### config.mk
export PLATFORM = sky130hd
export DESIGN_NAME = uart_rx_fsm_flat
export DESIGN_NICKNAME = d
export VERILOG_FILES = /design/src/rtl/uart_rx_fsm_if.sv /design/src/rtl/uart_rx_fsm.sv /design/src/flat_wrapper.sv
export SDC_FILE = /design/constraint.sdc
export NUM_CORES = 1
export LEC_CHECK = 0
export BUFFER_PORTS_ARGS = -buffer_cell sky130_fd_sc_hd__buf_2
export CELL_PAD_IN_SITES_DETAIL_PLACEMENT = 0
export CELL_PAD_IN_SITES_GLOBAL_PLACEMENT = 1
export CORE_MARGIN = 2
export CORE_UTILIZATION = 42
export DETAILED_ROUTE_END_ITERATION = 12
export PLACE_DENSITY_LB_ADDON = 0.15
export SLEW_MARGIN = 20
export SYNTH_ARGS = -nofsm -noshare
export SYNTH_HDL_FRONTEND = slang
export SYNTH_SLANG_ARGS = --single-unit
### constraint.sdc
create_clock -name clk -period 2 [get_ports clk]
set_input_delay 0.3 -clock clk [delete_from_list [all_inputs] [get_ports clk]]
set_output_delay 0.3 -clock clk [all_outputs]
set_load 0.02 [all_outputs]
### src/rtl/uart_rx_fsm_if.sv
// ---------------------------------------------------------------------------
// uart_rx_fsm_if
// Signal bundle between the receive engine and its environment.
//   Rx_EN             receiver enable (low forces the engine idle)
//   Rx_sample_ENABLE  one-clock pulse at 16x the baud rate
//   RxD               synchronized serial line, idle high
//   Rx_DATA           last received byte
//   Rx_VALID          one-clock strobe: an error-free byte is available
//   Rx_PERROR         parity error flag of the last completed frame
//   Rx_FERROR         framing error flag of the last completed frame
// The master drives the line side; the slave (the receive engine) drives
// the received-data side.
// ---------------------------------------------------------------------------
interface uart_rx_fsm_if;
    logic       Rx_EN;
    logic       Rx_sample_ENABLE;
    logic       RxD;
    logic [7:0] Rx_DATA;
    logic       Rx_VALID;
    logic       Rx_PERROR;
    logic       Rx_FERROR;

    modport master (
        output Rx_EN,
        output Rx_sample_ENABLE,
        output RxD,
        input  Rx_DATA,
        input  Rx_VALID,
        input  Rx_PERROR,
        input  Rx_FERROR
    );

    modport slave (
        input  Rx_EN,
        input  Rx_sample_ENABLE,
        input  RxD,
        output Rx_DATA,
        output Rx_VALID,
        output Rx_PERROR,
        output Rx_FERROR
    );
endinterface

### src/rtl/uart_rx_fsm.sv
// ---------------------------------------------------------------------------
// uart_rx_fsm
// UART receive engine for 8 data bits, even parity, 1 stop bit, with 16x
// oversampling. Every protocol action happens only on clock edges where the
// sample enable is high. Each bit is sampled at its midpoint (sample 7 of 16).
// The frame completes at the stop-bit midpoint and the engine returns to idle
// on that same edge, so a following start edge can be detected half a bit
// early.
// Ports:
//   clk    system clock
//   reset  asynchronous, active-low reset
//   rx     uart_rx_fsm_if.slave bundle (enable, tick, line in; data/flags out)
// ---------------------------------------------------------------------------
module uart_rx_fsm (
    input  logic         clk,
    input  logic         reset,
    uart_rx_fsm_if.slave rx
);

    typedef enum logic [2:0] {
        ST_IDLE   = 3'd0,
        ST_START  = 3'd1,
        ST_DATA   = 3'd2,
        ST_PARITY = 3'd3,
        ST_STOP   = 3'd4
    } state_t;

    state_t     state_r;
    logic [3:0] scnt_r;     // index of the last processed sample within the current bit
    logic [2:0] bcnt_r;     // data bit currently being received
    logic [7:0] shift_r;    // bits enter at the MSB, so after 8 shifts bit 0 sits at the LSB
    logic       par_r;      // captured parity bit
    logic [7:0] data_r;
    logic       valid_r;
    logic       perr_r;
    logic       ferr_r;
    logic [3:0] scnt_nxt_s; // index of the sample being processed on this tick
    logic       perr_nxt_s;
    logic       ferr_nxt_s;

    // Even parity: the 8 data bits plus the parity bit must XOR to zero.
    function automatic logic parity_error(input logic [7:0] data, input logic par);
        parity_error = (^data) ^ par;
    endfunction

    // Next sample index and the error flags a frame would complete with.
    always_comb begin
        scnt_nxt_s = scnt_r + 4'd1;
        perr_nxt_s = parity_error(shift_r, par_r);
        ferr_nxt_s = ~rx.RxD;
    end

    // Receive state machine; all outputs are registered here.
    always_ff @(posedge clk or negedge reset) begin
        if (!reset) begin
            state_r <= ST_IDLE;
            scnt_r  <= 4'd0;
            bcnt_r  <= 3'd0;
            shift_r <= 8'h00;
            par_r   <= 1'b0;
            data_r  <= 8'h00;
            valid_r <= 1'b0;
            perr_r  <= 1'b0;
            ferr_r  <= 1'b0;
        end else begin
            // The valid strobe lasts exactly one clock, ticks or not.
            valid_r <= 1'b0;
            if (!rx.Rx_EN) begin
                // Disabled: discard any partial frame; data and flags hold.
                state_r <= ST_IDLE;
                scnt_r  <= 4'd0;
                bcnt_r  <= 3'd0;
                shift_r <= 8'h00;
                par_r   <= 1'b0;
            end else if (rx.Rx_sample_ENABLE) begin
                case (state_r)
                    ST_IDLE: begin
                        // The detecting tick itself is sample 0 of the start bit.
                        if (!rx.RxD) begin
                            state_r <= ST_START;
                            scnt_r  <= 4'd0;
                            bcnt_r  <= 3'd0;
                        end else begin
                            scnt_r  <= 4'd0;
                        end
                    end
                    ST_START: begin
                        scnt_r <= scnt_nxt_s;
                        if ((scnt_nxt_s == 4'd7) && rx.RxD) begin
                            // Line back high at mid-start: a glitch, not a frame.
                            state_r <= ST_IDLE;
                            scnt_r  <= 4'd0;
                        end else if (scnt_nxt_s == 4'd15) begin
                            state_r <= ST_DATA;
                            bcnt_r  <= 3'd0;
                        end else begin
                            state_r <= ST_START;
                        end
                    end
                    ST_DATA: begin
                        scnt_r <= scnt_nxt_s;
                        if (scnt_nxt_s == 4'd7) begin
                            shift_r <= {rx.RxD, shift_r[7:1]};
                        end else if (scnt_nxt_s == 4'd15) begin
                            if (bcnt_r == 3'd7) begin
                                state_r <= ST_PARITY;
                            end else begin
                                bcnt_r <= bcnt_r + 3'd1;
                            end
                        end else begin
                            state_r <= ST_DATA;
                        end
                    end
                    ST_PARITY: begin
                        scnt_r <= scnt_nxt_s;
                        if (scnt_nxt_s == 4'd7) begin
                            par_r <= rx.RxD;
                        end else if (scnt_nxt_s == 4'd15) begin
                            state_r <= ST_STOP;
                        end else begin
                            state_r <= ST_PARITY;
                        end
                    end
                    ST_STOP: begin
                        if (scnt_nxt_s == 4'd7) begin
                            // Complete the frame at mid-stop and go idle on the same edge.
                            data_r  <= shift_r;
                            perr_r  <= perr_nxt_s;
                            ferr_r  <= ferr_nxt_s;
                            valid_r <= ~(perr_nxt_s | ferr_nxt_s);
                            state_r <= ST_IDLE;
                            scnt_r  <= 4'd0;
                            bcnt_r  <= 3'd0;
                        end else begin
                            scnt_r  <= scnt_nxt_s;
                        end
                    end
                    default: begin
                        state_r <= ST_IDLE;
                        scnt_r  <= 4'd0;
                        bcnt_r  <= 3'd0;
                    end
                endcase
            end else begin
                // Non-tick cycle: state and counters hold.
                state_r <= state_r;
            end
        end
    end

    assign rx.Rx_DATA   = data_r;
    assign rx.Rx_VALID  = valid_r;
    assign rx.Rx_PERROR = perr_r;
    assign rx.Rx_FERROR = ferr_r;

endmodule

### src/flat_wrapper.sv
// flat-port wrapper written by rule: the top's interface ports become plain ports
module uart_rx_fsm_flat 
  (clk, reset, rx_Rx_EN, rx_Rx_sample_ENABLE, rx_RxD, rx_Rx_DATA, rx_Rx_VALID, rx_Rx_PERROR, rx_Rx_FERROR);
  uart_rx_fsm_if rx_i ();
  input  logic clk;
  input  logic reset;
  input wire logic [$bits(rx_i.Rx_EN)-1:0] rx_Rx_EN;
  input wire logic [$bits(rx_i.Rx_sample_ENABLE)-1:0] rx_Rx_sample_ENABLE;
  input wire logic [$bits(rx_i.RxD)-1:0] rx_RxD;
  output wire logic [$bits(rx_i.Rx_DATA)-1:0] rx_Rx_DATA;
  output wire logic [$bits(rx_i.Rx_VALID)-1:0] rx_Rx_VALID;
  output wire logic [$bits(rx_i.Rx_PERROR)-1:0] rx_Rx_PERROR;
  output wire logic [$bits(rx_i.Rx_FERROR)-1:0] rx_Rx_FERROR;
  assign rx_i.Rx_EN = rx_Rx_EN;
  assign rx_i.Rx_sample_ENABLE = rx_Rx_sample_ENABLE;
  assign rx_i.RxD = rx_RxD;
  assign rx_Rx_DATA = rx_i.Rx_DATA;
  assign rx_Rx_VALID = rx_i.Rx_VALID;
  assign rx_Rx_PERROR = rx_i.Rx_PERROR;
  assign rx_Rx_FERROR = rx_i.Rx_FERROR;
  uart_rx_fsm u_core (.clk(clk), .reset(reset), .rx(rx_i));
endmodule
; Word-level counts from Yosys, hierarchy flattened
; Cells that the tools add are included.
[word_totals]
word_cells = 83
register_bits = 30
[classes]
n_eq_ne = 21
n_addsub = 2
n_reduce_logical = 9
bitwise = 4
mux = 38
[ops]
columns = cell, count
row1 = 3-bit two-way mux, 18
row2 = 8-bit two-way mux, 4
row3 = 3-bit case mux with 5 select lines, 2
row4 = 4-bit two-way mux, 4
row5 = 3-bit inequality test (second input constant), 5
row6 = 4-bit case mux with 3 select lines, 1
row7 = 3-bit by 2-bit inequality test with 1-bit output (second input constant), 3
row8 = 9-bit AND reduction, 1
row9 = 1-bit two-way mux, 8
row10 = 2-bit by 1-bit inequality test with 1-bit output (second input constant), 4
row11 = 8-bit parity, 1
row12 = 3-bit by 2-bit equality test with 1-bit output (second input constant), 2
row13 = 3-bit equality test (second input constant), 2
row14 = 3-bit AND reduction, 2
row15 = 6-bit AND reduction, 1
row16 = 4-bit by 1-bit adder with 4-bit output (second input constant), 1
row17 = 4-bit by 3-bit equality test with 1-bit output (second input constant), 1
row18 = 4-bit equality test (second input constant), 1
row19 = 4-bit inequality test (second input constant), 1
row20 = 4-bit AND reduction, 1
row21 = 3-bit by 1-bit adder with 3-bit output (second input constant), 1
row22 = 3-bit by 1-bit equality test with 1-bit output (second input constant), 1
row23 = 3-bit logical NOT, 1
row24 = 2-bit two-way mux, 1
row25 = 6 further kinds, 7

; Logic depth before layout (Yosys ltp)
[logic_depth]
ltp_word = 8
depth_mapped = 8
depth_no_buf = 7

; Least setup slack after synthesis
; Ideal clock, no wire load.
[synth_timing]
kind = reg2reg
start = register u_core.scnt_r[0]
end = register u_core.bcnt_r[0]
path_stages_with_launch = 7
period_less_slack_ps = 1969
path_slack_ps = 31
arrival_time_ps = 1844
setup_time_ps = 125
required_ps = 1875
cell_sequence = dfrtp_1 -> ha_1 -> nand3b_1 -> or3_4 -> a31oi_4 -> o32ai_2 -> mux2_4
[synth_via]
elab_chain_len = 5
elab_cells_between_ends = 10
[synth_lines]
columns = item, line
row1 = start: declaration, uart_rx_fsm.sv:29  ; logic [3:0] scnt_r;
row2 = start signal: assignment, uart_rx_fsm.sv:88  ; scnt_r <= scnt_nxt_s;
row3 = start signal: assignment, uart_rx_fsm.sv:101  ; scnt_r <= scnt_nxt_s;
row4 = start signal: assignment, uart_rx_fsm.sv:115  ; scnt_r <= scnt_nxt_s;
row5 = 4-bit by 1-bit adder with 4-bit output *, uart_rx_fsm.sv:48  ; scnt_nxt_s = scnt_r + 4'd1;
row6 = 4-bit by 3-bit equality test with 1-bit output, "uart_rx_fsm.sv:89, uart_rx_fsm.sv:102, uart_rx_fsm.sv:125"
row7 = 1-bit logical AND, uart_rx_fsm.sv:89  ; if ((scnt_nxt_s == 4'd7) && rx.RxD) begin
row8 = 3-bit inequality test (no source line), --
row9 = 9-bit AND reduction (no source line) *, --
row10 = end signal: assignment, uart_rx_fsm.sv:108  ; bcnt_r <= bcnt_r + 3'd1;
row11 = end: declaration, uart_rx_fsm.sv:30  ; logic [2:0] bcnt_r;
; Every way passes the cells marked *; elsewhere a longest branch is shown, timed or not.
; A chain may end at the register's enable or synchronous reset.

; Final worst setup path
[layout_timing]
start = register u_core.scnt_r[1]
end = register u_core.data_r[5], in the netlist u_core.rx.Rx_DATA[5]
[layout_via]
elab_chain_len = 3
[layout_lines]
columns = item, line
row1 = 4-bit by 1-bit adder with 4-bit output, uart_rx_fsm.sv:48
row2 = 4-bit by 3-bit equality test with 1-bit output, uart_rx_fsm.sv:125  ; if (scnt_nxt_s == 4'd7) begin
row3 = 4-bit AND reduction (no source line), --
row4 = end signal: assignment, uart_rx_fsm.sv:127  ; data_r <= shift_r;
row5 = end: declaration, uart_rx_fsm.sv:33  ; logic [7:0] data_r;
; Every way passes these cells.

==> reports/qor.txt <==
CP max FO - 5
RSZ-0062 raised after global routing - yes
die height - 68.4 µm
gr usage total - 0.176
Yosys cell types - 50
root buffer cell - clkbuf_8
P_leak - 0.00100 µW
Detailed Routing Iterations Pass 1 - 4
Clock Tree Buf Depth - 2
Routed WL - 3.89 mm
Max IR drop VDD - 0.000390 V
pin count of the biggest net entering global routing - 31
switching pwr - 285 µW
Syn Nets - 170
CP Capture Type - flip-flop
Max Slew Vio Count - 0
vias in the first global route - 1246
Least-Margin Pin Slew - 681 ps
Reg power frac - 0.514
max_cap viols - 0
Switching Share - 0.237
Skew-Pair Late Insertion Delay - 280 ps
final worst path period share - 0.992
Die Wd - 68.4 µm
Row Count - 23
post-route insts no fill - 241
Top FF cell, synth - dfrtp_1
Post-DP Area - 1930 µm²
die area - 4680 µm²
area delta synth->final - 22.4%
#FFs+latches synth - 30
share of cells above drive strength 1 - 0.346
Peak Freq - 504 MHz
CTS Sinks - 30
combinational power share - 0.070
routed via count - 1326
I/O Pins - 16
Final setup viols - 0
Final Power - 1200 µW
synthesized instance count - 161
ys async rst share - 1.00
Post-DRT Antenna Nets - 0
# DRC - 0
Vias/cell - 5.50
first-pass GRT wire length - 6.12 mm
Clock Skew - 7.36 ps
Final #Nets - 199
WP data arrival - 2150 ps
Min-Delay Path Class - in2async
total grt overflow - 0
clock share of power - 0.416
slew margin rel. - 0.546
CORE AREA - 4000 µm²
Int Pwr - 916 µW
Hold Violations, Final - 0
Inserted Clock Buffers - 5
design area - 2130 µm²
cell area after synthesis - 1740 µm²
CTS Hold Bufs - 0
Mean Syn Cell Area - 10.8 µm²
initial antenna violation count - 0
placer congestion estimate - 0.773
WS Path Type - reg2reg
Initial DRC Count - 86
fin crit period - 1980 ps
dpl ws - -5.17 ps
number of synthesized flops with an enable pin - 0
PwrDens - 563 nW/µm²
antenna cells - 0
placed cells - 228
DP HPWL - 2.64 mm
TritonCTS clock tree - built
register area share after synthesis - 0.431
status - complete, no violations
WL/cell - 16.1 µm
Yosys warning count - 0
nature of the critical path startpoint - flip-flop
Final WS setup - 16.0 ps
H-tree Lvls - 2
I/O Buffers - 15
Worst EP required - 2170 ps
Initial Util - 0.435
clock-pin slew on the worst setup and hold paths - 70 ps
## synth_stat cells, types with 2 or more instances
master / count / share of area
mux2i_1: 7 / 0.040
a22o_1: 2 / 0.010
o21ai_0: 3 / 0.0086
and3_1: 2 / 0.0072
xnor2_1: 6 / 0.030
nand2_1: 12 / 0.026
inv_1: 8 / 0.017
o21ai_1: 2 / 0.0057
mux2_4: 8 / 0.069
dfrtp_1: 30 / 0.43
xor2_1: 2 / 0.010
nand3b_1: 3 / 0.013
nand4_1: 3 / 0.011
nand3_1: 6 / 0.017
buf_2: 2 / 0.0057
nor3b_1: 2 / 0.0086
ha_1: 4 / 0.029
nor2_1: 7 / 0.015
nand2b_1: 4 / 0.014
nor2b_1: 3 / 0.011
mux2_2: 2 / 0.013
a21boi_0: 2 / 0.0086
a21oi_1: 8 / 0.023
o31ai_1: 3 / 0.013
clkbuf_1: 5 / 0.011
## registers in the layout, indices dropped and copies added (netlist names)
name                 flops
u_core.bcnt_r            3
u_core.par_r             1
u_core.rx.Rx_DATA        8
u_core.rx.Rx_FERROR      1
u_core.rx.Rx_PERROR      1
u_core.rx.Rx_VALID       1
u_core.scnt_r            4
u_core.shift_r           8
u_core.state_r           3
## layer usage
| metal | global-route usage | share of wire | vias to the layer above |
|---|---|---|---|
| li1 | - | - | 646 |
| met1 | 0.262 | 0.49 | 647 |
| met2 | 0.250 | 0.46 | 29 |
| met3 | 0.0395 | 0.035 | 4 |
| met4 | 0.0600 | 0.010 | 0 |
| met5 | 0 | 0 | - |
## worst max-delay path, stage by stage, from the launching register on
cell	delay [ps]
dfrtp_2	460
ha_4	180
nand3b_1	190
buf_4	170
nor3_4	180
o2111ai_4	200
clkbuf_16	220
mux2_4	280
## placed cells by master (no fill, tap or decap), types with 3 or more instances in the layout
cell	Yosys	routed
xnor2_1	6	6
nand3_1	6	6
mux2_4	8	8
nand4_1	3	3
nand3b_1	3	3
dfrtp_1	30	28
a21oi_1	8	8
o21ai_0	3	3
nand2_1	12	12
inv_1	8	7
clkbuf_8	0	6
buf_4	0	13
nor2_1	7	7
buf_2	2	15
mux2i_1	7	7
nor2b_1	3	3
nand2b_1	4	4
## area by class of cell
class | count | area (µm²)
tap | 50 | 62.6
clock inverter | 2 | 12.5
fill | 368 | 1870
clock buffer | 6 | 82.6
multi-input combinational | 115 | 973
sequential | 30 | 753
inverter | 8 | 30.0
timing repair buffer | 30 | 218
## final timing paths
path	start	to	slack (ps)	cells after the start
setup reg to reg	u_core.scnt_r[1]$_DFFE_PN0P_	u_core.rx.Rx_DATA[5]$_DFFE_PN0P_	20	7
max in group asynchronous	reset	u_core.scnt_r[0]$_DFFE_PN0P_	1450	1
setup / recovery	u_core.scnt_r[1]$_DFFE_PN0P_	u_core.rx.Rx_DATA[5]$_DFFE_PN0P_	20	7
hold / removal	reset	u_core.bcnt_r[2]$_DFFE_PN0P_	50	1
hold reg to reg	u_core.rx.Rx_FERROR$_DFFE_PN0P_	u_core.rx.Rx_FERROR$_DFFE_PN0P_	490	2
min in group clk	rx_RxD	u_core.rx.Rx_FERROR$_DFFE_PN0P_	260	2
## logic make-up (layout without fill, tap and decap cells)
group	after synthesis	count (layout)	share of synthesized area
multiplexers	17	17	0.122
AND/OR/NAND/NOR	50	50	0.169
adder cells (fa/ha/maj)	4	4	0.0287
buffers and inverters	16	46	0.0402
XOR/XNOR	8	8	0.0402
flip-flops	30	30	0.431
AO/OA/AOI/OAI	36	36	0.169
## power by group through the flow
stage	clock [µW]	combinational (µW)	sequential, µW
after CTS	516	79.7	615
after global placement	0	78.3	626
after global routing	553	92.9	617
final	500	84.1	617
after detailed placement	0	79.3	626
after floorplan	0	44.9	626
## metrics by stage
stage	TNS, ps	hold slack [ps]	util
2_1_floorplan	0	4.41	-
3_3_place_gp	0	373	0.482
3_5_place_dp	-5.17	390	0.482
4_1_cts	0	84.2	0.507
5_1_grt	-334	92.5	0.533
6_report	0	53.7	0.533
## what timing repair did
action	4_1_cts	5_1_grt
resized for setup	0	11
endpoints found under the setup margin	1	18
pin swaps	1	0
hold endpoints to repair	0	0
gates cloned	0	1
setup buffers	1	3
Note: power is estimated with default switching activity, not from simulation.
